<file path="src/rtl/axil_pkg.sv">
// Shared types and helpers for the AXI4-Lite to adder register-file bridge.
// Holds the response codes, the bridge state encoding and the access legality check.
package axil_pkg;

  localparam int AXIL_DATA_W   = 32;
  localparam int AXIL_ADDR_W   = 32;
  localparam int AXIL_STRB_W   = AXIL_DATA_W / 8;
  localparam int AXIL_NUM_REGS = 3;

  typedef enum logic [1:0] {
    RESP_OKAY   = 2'b00,
    RESP_SLVERR = 2'b10
  } resp_t;

  typedef enum logic [2:0] {
    ST_IDLE     = 3'd0,
    ST_WR_EXEC  = 3'd1,
    ST_WR_RESP  = 3'd2,
    ST_RD_ISSUE = 3'd3,
    ST_RD_WAIT  = 3'd4,
    ST_RD_RESP  = 3'd5
  } bridge_state_t;

  // An access is legal when it is word aligned, hits an implemented word
  // and, for writes, updates the whole word (no partial-word writes exist).
  function automatic logic addr_legal(
    input logic [AXIL_ADDR_W-1:0] addr,
    input logic [AXIL_STRB_W-1:0] strb,
    input logic                   is_wr
  );
    logic idx_ok;
    logic align_ok;
    logic strb_ok;
    idx_ok   = ({2'b00, addr[AXIL_ADDR_W-1:2]} < AXIL_ADDR_W'(AXIL_NUM_REGS));
    align_ok = (addr[1:0] == 2'b00);
    strb_ok  = (!is_wr) || (strb == {AXIL_STRB_W{1'b1}});
    return idx_ok && align_ok && strb_ok;
  endfunction

endpackage

</file>
<file path="src/rtl/axil_regfile_master.sv">
// AXI4-Lite slave front-end that turns AW/W/B writes and AR/R reads into
// single-cycle strobes on the 3-word adder register file. One transaction
// is in flight at a time; write and read contend fairly in IDLE.
module axil_regfile_master
  import axil_pkg::*;
#(
  parameter int DATA_W   = AXIL_DATA_W,
  parameter int ADDR_W   = AXIL_ADDR_W,
  parameter int NUM_REGS = AXIL_NUM_REGS
) (
  input  logic                ACLK,
  input  logic                ARSTn,
  input  logic [ADDR_W-1:0]   AWADDR,
  input  logic                AWVALID,
  output logic                AWREADY,
  input  logic [DATA_W-1:0]   WDATA,
  input  logic [DATA_W/8-1:0] WSTRB,
  input  logic                WVALID,
  output logic                WREADY,
  output logic [1:0]          BRESP,
  output logic                BVALID,
  input  logic                BREADY,
  input  logic [ADDR_W-1:0]   ARADDR,
  input  logic                ARVALID,
  output logic                ARREADY,
  output logic [DATA_W-1:0]   RDATA,
  output logic [1:0]          RRESP,
  output logic                RVALID,
  input  logic                RREADY,
  output logic [ADDR_W-1:0]   rf_addr,
  output logic [DATA_W-1:0]   rf_wdata,
  output logic                rf_rw,
  input  logic [DATA_W-1:0]   rf_rdata
);

  localparam int STRB_W = DATA_W / 8;

  localparam logic [2:0] S_IDLE     = ST_IDLE;
  localparam logic [2:0] S_WR_EXEC  = ST_WR_EXEC;
  localparam logic [2:0] S_WR_RESP  = ST_WR_RESP;
  localparam logic [2:0] S_RD_ISSUE = ST_RD_ISSUE;
  localparam logic [2:0] S_RD_WAIT  = ST_RD_WAIT;
  localparam logic [2:0] S_RD_RESP  = ST_RD_RESP;

  logic [2:0]        r_state;
  logic              r_last_wr;   // 1 = last grant went to write, 0 = read
  logic              r_legal;     // legality of the transaction in flight
  logic              r_bvalid;
  logic [1:0]        r_bresp;
  logic              r_rvalid;
  logic [1:0]        r_rresp;
  logic [DATA_W-1:0] r_rdata;
  logic [ADDR_W-1:0] r_rf_addr;
  logic [DATA_W-1:0] r_rf_wdata;
  logic              r_rf_rw;

  logic              w_idle;
  logic              w_wr_elig;
  logic              w_rd_elig;
  logic              w_wr_grant;
  logic              w_rd_grant;
  logic [ADDR_W-1:0] w_aw_idx;
  logic [ADDR_W-1:0] w_ar_idx;
  logic              w_wr_legal;
  logic              w_rd_legal;

  // Readies are never offered while reset is held so no handshake is lost.
  assign w_idle    = ARSTn && (r_state == S_IDLE);
  assign w_wr_elig = AWVALID && WVALID;
  assign w_rd_elig = ARVALID;

  assign w_aw_idx = {2'b00, AWADDR[ADDR_W-1:2]};
  assign w_ar_idx = {2'b00, ARADDR[ADDR_W-1:2]};

  // The package check covers the default map; the instance bound narrows it
  // further when fewer registers are built.
  assign w_wr_legal = addr_legal(AWADDR, WSTRB, 1'b1) &&
                      (w_aw_idx < ADDR_W'(NUM_REGS));
  assign w_rd_legal = addr_legal(ARADDR, {STRB_W{1'b0}}, 1'b0) &&
                      (w_ar_idx < ADDR_W'(NUM_REGS));

  // Grant arbitration: alternate between channels when both are eligible.
  always_comb begin
    w_wr_grant = 1'b0;
    w_rd_grant = 1'b0;
    if (w_idle) begin
      if (w_wr_elig && w_rd_elig) begin
        w_wr_grant = !r_last_wr;
        w_rd_grant = r_last_wr;
      end else begin
        w_wr_grant = w_wr_elig;
        w_rd_grant = w_rd_elig;
      end
    end else begin
      w_wr_grant = 1'b0;
      w_rd_grant = 1'b0;
    end
  end

  // Bridge FSM with the regfile strobe and the B/R response registers.
  always_ff @(posedge ACLK) begin
    if (!ARSTn) begin
      r_state    <= S_IDLE;
      r_last_wr  <= 1'b0;
      r_legal    <= 1'b0;
      r_bvalid   <= 1'b0;
      r_bresp    <= RESP_OKAY;
      r_rvalid   <= 1'b0;
      r_rresp    <= RESP_OKAY;
      r_rdata    <= {DATA_W{1'b0}};
      r_rf_addr  <= {ADDR_W{1'b0}};
      r_rf_wdata <= {DATA_W{1'b0}};
      r_rf_rw    <= 1'b0;
    end else begin
      case (r_state)
        S_IDLE: begin
          if (w_wr_grant) begin
            r_last_wr <= 1'b1;
            r_legal   <= w_wr_legal;
            r_rf_rw   <= w_wr_legal;
            // An illegal write leaves the regfile port untouched.
            if (w_wr_legal) begin
              r_rf_addr  <= w_aw_idx;
              r_rf_wdata <= WDATA;
            end
            r_state <= S_WR_EXEC;
          end else if (w_rd_grant) begin
            r_last_wr <= 1'b0;
            r_legal   <= w_rd_legal;
            if (w_rd_legal) begin
              r_rf_addr <= w_ar_idx;
            end
            r_state <= S_RD_ISSUE;
          end
        end
        S_WR_EXEC: begin
          r_rf_rw  <= 1'b0;
          r_bvalid <= 1'b1;
          r_bresp  <= r_legal ? RESP_OKAY : RESP_SLVERR;
          r_state  <= S_WR_RESP;
        end
        S_WR_RESP: begin
          if (BREADY) begin
            r_bvalid <= 1'b0;
            r_state  <= S_IDLE;
          end
        end
        S_RD_ISSUE: begin
          // Regfile registers data_out on this edge.
          r_state <= S_RD_WAIT;
        end
        S_RD_WAIT: begin
          r_rdata  <= r_legal ? rf_rdata : {DATA_W{1'b0}};
          r_rresp  <= r_legal ? RESP_OKAY : RESP_SLVERR;
          r_rvalid <= 1'b1;
          r_state  <= S_RD_RESP;
        end
        S_RD_RESP: begin
          if (RREADY) begin
            r_rvalid <= 1'b0;
            r_state  <= S_IDLE;
          end
        end
        default: begin
          r_rf_rw  <= 1'b0;
          r_bvalid <= 1'b0;
          r_rvalid <= 1'b0;
          r_state  <= S_IDLE;
        end
      endcase
    end
  end

  assign AWREADY  = w_wr_grant;
  assign WREADY   = w_wr_grant;
  assign ARREADY  = w_rd_grant;
  assign BVALID   = r_bvalid;
  assign BRESP    = r_bresp;
  assign RVALID   = r_rvalid;
  assign RRESP    = r_rresp;
  assign RDATA    = r_rdata;
  assign rf_addr  = r_rf_addr;
  assign rf_wdata = r_rf_wdata;
  assign rf_rw    = r_rf_rw;

endmodule
</file>
<file path="config.mk">
export PLATFORM = sky130hd
export DESIGN_NAME = axil_regfile_master
export DESIGN_NICKNAME = d
export VERILOG_FILES = /design/src/rtl/axil_pkg.sv /design/src/rtl/axil_regfile_master.sv
export SDC_FILE = /design/constraint.sdc
export NUM_CORES = 1
export LEC_CHECK = 0
export ABC_AREA = 0
export BUFFER_PORTS_ARGS = -buffer_cell sky130_fd_sc_hd__clkbuf_2
export CORE_MARGIN = 3
export CORE_UTILIZATION = 39
export DETAILED_ROUTE_END_ITERATION = 12
export GPL_TIMING_DRIVEN = 0
export PLACE_DENSITY = 0.78
export SETUP_SLACK_MARGIN = 0.15
export SYNTH_ARGS = -nofsm -noshare
export SYNTH_HDL_FRONTEND = slang
export SYNTH_SLANG_ARGS = --single-unit
</file>
<file path="constraint.sdc">
create_clock -name ACLK -period 1.95 [get_ports ACLK]
set_input_delay 0.195 -clock ACLK [delete_from_list [all_inputs] [get_ports ACLK]]
set_output_delay 0.195 -clock ACLK [all_outputs]
set_load 0.02 [all_outputs]
</file>
# Word level (Yosys, flattened, before mapping)

Cells that the tools add are included.
Widths: inputs -> output; s select.

Bits of input ports: 139
Register bits: 108
Logic and storage cells: 76

Muxes and demuxes: 25
Reduce and logical (&&, ||, !) cells: 24
Order comparisons: 2
Bitwise operators: 3
Eq/ne operators: 11

Operators by type and width:

| operator            | count |
|---|---|
| $mux 32             | 5 |
| $lt 30x2->1 const B | 2 |
| $pmux 3 s6          | 1 |
| $mux 3              | 4 |
| $reduce_or 4->1     | 3 |
| $mux 1              | 11 |
| $logic_and 1x1->1   | 8 |
| $reduce_and 2->1    | 4 |
| $eq 3x2->1 const B  | 2 |
| $eq 3x3->1 const B  | 2 |
| $ne 2x2->1 const B  | 3 |
| $pmux 1 s3          | 2 |
| $reduce_and 3->1    | 2 |
| $eq 4x4->1 const B  | 1 |
| $logic_not 2->1     | 2 |
| $reduce_and 4->1    | 1 |
| $reduce_bool 2->1   | 2 |
| $eq 3x1->1 const B  | 1 |
| $logic_not 3->1     | 1 |
| $ne 3x3->1 const B  | 1 |
| $not 1->1           | 3 |
| $mux 2              | 1 |
| $ne 2x1->1 const B  | 1 |
| $pmux 1 s2          | 1 |
| $logic_not 1->1     | 1 |

# Longest topological paths before layout

Depth after elaboration: 7
Depth in mapped cells: 8
Mapped depth without buffers: 5

# Least setup slack after synthesis

OpenSTA, ideal clock, no wires.

Path kind: register to register
Start: reg r_state[2]
End: reg r_rf_wdata[10] (netlist: rf_wdata[10])
Setup time: 0.116 ns
Period minus slack after synthesis: 1.957 ns
Stages on the path, launching flop included: 9
Path slack: -0.007 ns
Data required time: 1.834 ns
Path buffers: 3
Arrival time: 1.841 ns
Cell sequence: dfxtp_1 buf_2 nor4b_4 nand4_4 nor4_4 buf_6 buf_12 mux2i_1 nor2b_1

Cells in the longest elaborated chain, start to end: 4

RTL lines:

| element                             | RTL line                                              | RTL |
|---|---|---|
| start, declared                     | axil_regfile_master.sv:45                             | `logic [2:0] r_state;` |
| start signal, assigned              | axil_regfile_master.sv:103                            | `r_state <= S_IDLE;` |
| start signal, assigned              | axil_regfile_master.sv:126                            | `r_state <= S_WR_EXEC;` |
| start signal, assigned              | axil_regfile_master.sv:133                            | `r_state <= S_RD_ISSUE;` |
| $logic_not 3->1 *                   | axil_regfile_master.sv:68, axil_regfile_master.sv:115 |  |
| $logic_and 1x1->1                   | axil_regfile_master.sv:68                             | `assign w_idle = ARSTn && (r_state == S_IDLE);` |
| $mux 1                              | axil_regfile_master.sv:86                             | `if (w_idle) begin` |
| $reduce_and 3->1 (no source line) * | --                                                    |  |
| end signal, assigned                | axil_regfile_master.sv:112                            | `r_rf_wdata <= {DATA_W{1'b0}};` |
| end, declared                       | axil_regfile_master.sv:54                             | `logic [DATA_W-1:0] r_rf_wdata;` |

Every way passes the cells marked *; elsewhere a longest branch is shown, timed or not.
A chain may end at the register's enable or synchronous reset.

# Final worst setup path

Start: reg r_state[2]
End: out ARREADY

Cells in the longest elaborated chain, start to end: 3

RTL lines:

| element           | RTL line                  | RTL |
|---|---|---|
| $logic_not 3->1   | axil_regfile_master.sv:68 |  |
| $logic_and 1x1->1 | axil_regfile_master.sv:68 |  |
| $mux 1            | axil_regfile_master.sv:86 |  |
| end, declared     | axil_regfile_master.sv:25 | `output logic ARREADY,` |

No other way between the ends.

==> results.cfg <==
[layout]
final_core_util = 0.632
layout.nets = 831
n_antenna_cell = 0
stdcell_count = 829
area_growth_pct = 55.7
layout-drive-gt1-share = 0.506

[critical_path]
rr_startpoint = r_state[2]$_SDFFE_PN0P_
cp-startpoint = r_state[2]$_SDFFE_PN0P_
critPathRequiredTime_ns = 1.75
endpoint = ARREADY
crit_fanout = 2
worst_setup_path_start_kind = flop
cp.arrival_ns = 1.73
r2r-end = rf_addr[16]$_SDFFE_PN0P_
r2r_cells = 9
end_kind = primary output
critPathKind = reg -> out
r2r_slack_ns = 0.03

[synth]
yosysTopAreaCellShare = 0.517
synth.area.mux_share = 0.0845
synth_xor_area_frac = 0
yosys.area_share.simple = 0.245
ys.flop_type = dfxtp_1
yosys_register_bits = 104
netlist_area_um2 = 4030
syn_area_per_cell_um2 = 9.94
yosysMostFrequentCell = dfxtp_1
synth_top_family_by_area = simple AND/OR/NAND/NOR gates
yosysTopAreaCell = dfxtp_1
synthArstFlopShare = 0
synth_cells = 405
synth-edff-count = 0
synth_common_cells = dfxtp_1, nand2_1, mux2i_1, nand3_1, nor2b_1
ys_warn_count = 0
synth-seq-area-share = 0.517
synth-compound-area-share = 0.101
synthAdderAreaFrac = 0
ys_types = 39
synthTopCellsByArea = dfxtp_1, mux2i_1, a21boi_0, nor2b_1, and2_1

[global_route]
first_global_vias = 3811
grt_max_degree = 18
grt_antenna_before_repair = 0
grt_pass1_wl_um = 18200
gr-total-overflow = 0
grt_usage = 0.199

[floorplan]
floorplan.initialDensity = 0.406
dieArea_um2 = 11600
fp.dieH_um = 108
core_um2 = 9910
ios = 245
fp-row-count = 36
die_x_um = 108

[placement]
dpl.hpwl_um = 8760
portBuffers = 240
gp_congestion = 0.833
dp.cells = 781

[pwr]
power_w = 0.00402
power_switching_w = 0.000933
vdd_ir_drop_max_uv = 469
swShare = 0.232
clockPowerShare = 0.362
power_density_nw_per_um2 = 641
comb_power_share = 0.102
power.leakage_nw = 2.89
power.internal_w = 0.00309
seqPwrFrac = 0.536

[detailed_routing]
drt_first_iter_violations = 152
firstDrtPassIters = 4
drc_errors = 0
routedWlPerCell_um = 14.6
wl_um = 12100
vias_per_cell = 4.72
ant_nets = 0
vias = 3914

[clock_network]
cts_tree = yes
clock_path_buffers = 2
htreeDepth = 3
root_buffer = clkbuf_8
hold_buffers = 0
cts_made_buffers = 9
clk_latency_ns = 0.37
clock-sinks = 104
clk_pin_slew_ns = 0.10

[worst_hold_path]
min_path_type = in -> reg

[timing]
fmax_ghz = 0.519
period_needed_ns = 1.93
finalClockSkew_ns = 0.0115
finalHoldViolations = 0
rsz0062_at_grt = true
slew_violations = 0
finalSetupTns_ns = 0
post-route-period-util = 0.988
setup_violations = 0

[flow_run]
max-cap-violations = 0

[outcome]
status = completed
final cells by class:
| cell class | count | area [um^2] |
|---|---|---|
| Buffer | 32 | 278 |
| Tap cell | 133 | 166 |
| Clock inverter | 6 | 90.1 |
| Fill cell | 827 | 3640 |
| Sequential cell | 104 | 2080 |
| Timing Repair Buffer | 272 | 1610 |
| Inverter | 6 | 28.8 |
| Multi-Input combinational cell | 267 | 1890 |
| Clock buffer | 9 | 124 |
routing by layer:
layer / track usage / up-vias / share of wire
met5: 0 / - / 0
li1: - / 1958 / -
met2: 0.343 / 167 / 0.50
met1: 0.233 / 1774 / 0.40
met4: 0.0604 / 0 / 0.014
met3: 0.0672 / 15 / 0.093
sequential cells by signal, indices dropped and copies added (netlist names):
name       flops
BVALID         1
rf_addr       30
RDATA         32
BRESP          1
r_last_wr      1
r_legal        1
RVALID         1
RRESP          1
rf_wdata      32
rf_rw          1
r_state        3
worst max-delay path, cell delays in order (launching register included):
cell	delay [ns]
dfxtp_2	0.33
buf_6	0.11
nor4b_4	0.34
buf_4	0.17
o211ai_1	0.16
inv_1	0.11
clkbuf_8	0.15
placed cells by master (no fill, tap or decap), types with 12 or more instances in the layout:
cell / count
a21boi_0: 12
a21boi_1: 19
and2_4: 24
buf_4: 21
buf_6: 15
clkbuf_1: 12
clkbuf_2: 237
clkbuf_8: 13
dfxtp_1: 102
mux2i_1: 33
nand2_1: 37
nand3_1: 34
nor2b_1: 34
nor4_1: 13
through the flow:
step / hold slack (ns) / area (um^2) / worst slack (ns)
finish: 0.0716 / 6270 / 0.0241
global route: 0.0589 / 6270 / -0.102
CTS: 0.0547 / 5940 / -0.0754
detailed placement: 0.443 / 5410 / -0.164
global placement: 0.442 / 5410 / -0.125
floorplan: 0.364 / 4040 / 0.153
power by group through the flow:
stage / Combinational, W / Clock [W] / Sequential, W
3_5_place_dp: 0.000338 / 0 / 0.00220
6_report: 0.000410 / 0.00145 / 0.00216
5_1_grt: 0.000447 / 0.00158 / 0.00216
2_1_floorplan: 0.000142 / 0 / 0.00221
3_3_place_gp: 0.000328 / 0 / 0.00220
4_1_cts: 0.000381 / 0.00150 / 0.00215
what timing repair did:
| action | 4_1_cts | 5_1_grt |
|---|---|---|
| cloned | 4 | 3 |
| endpoints found under the setup margin | 96 | 99 |
| hold endpoints to repair | 0 | 0 |
| pin swaps | 35 | 10 |
| buffers inserted | 15 | 11 |
| resized for setup | 45 | 94 |
worst min-delay path by stage:
stage                                   from                   endpoint  slack [ns]  depth (start not counted)
finish                           rf_rdata[7]      RDATA[7]$_SDFFE_PN0P_        0.07                          3
global route                     rf_rdata[8]      RDATA[8]$_SDFFE_PN0P_        0.06                          3
CTS                              rf_rdata[8]      RDATA[8]$_SDFFE_PN0P_        0.05                          3
detailed placement  rf_addr[10]$_SDFFE_PN0P_   rf_addr[10]$_SDFFE_PN0P_        0.44                          1
global placement    rf_addr[18]$_SDFFE_PN0P_   rf_addr[18]$_SDFFE_PN0P_        0.44                          1
floorplan                          WDATA[10]  rf_wdata[10]$_SDFFE_PN0P_        0.36                          2
logic make-up after synthesis:
kind of cell | Yosys count
AO/OA/AOI/OAI | 56
buffers and inverters | 38
AND/OR/NAND/NOR | 172
flip-flops | 104
multiplexers | 34
other | 1
Power figures use the tool's default switching activity.
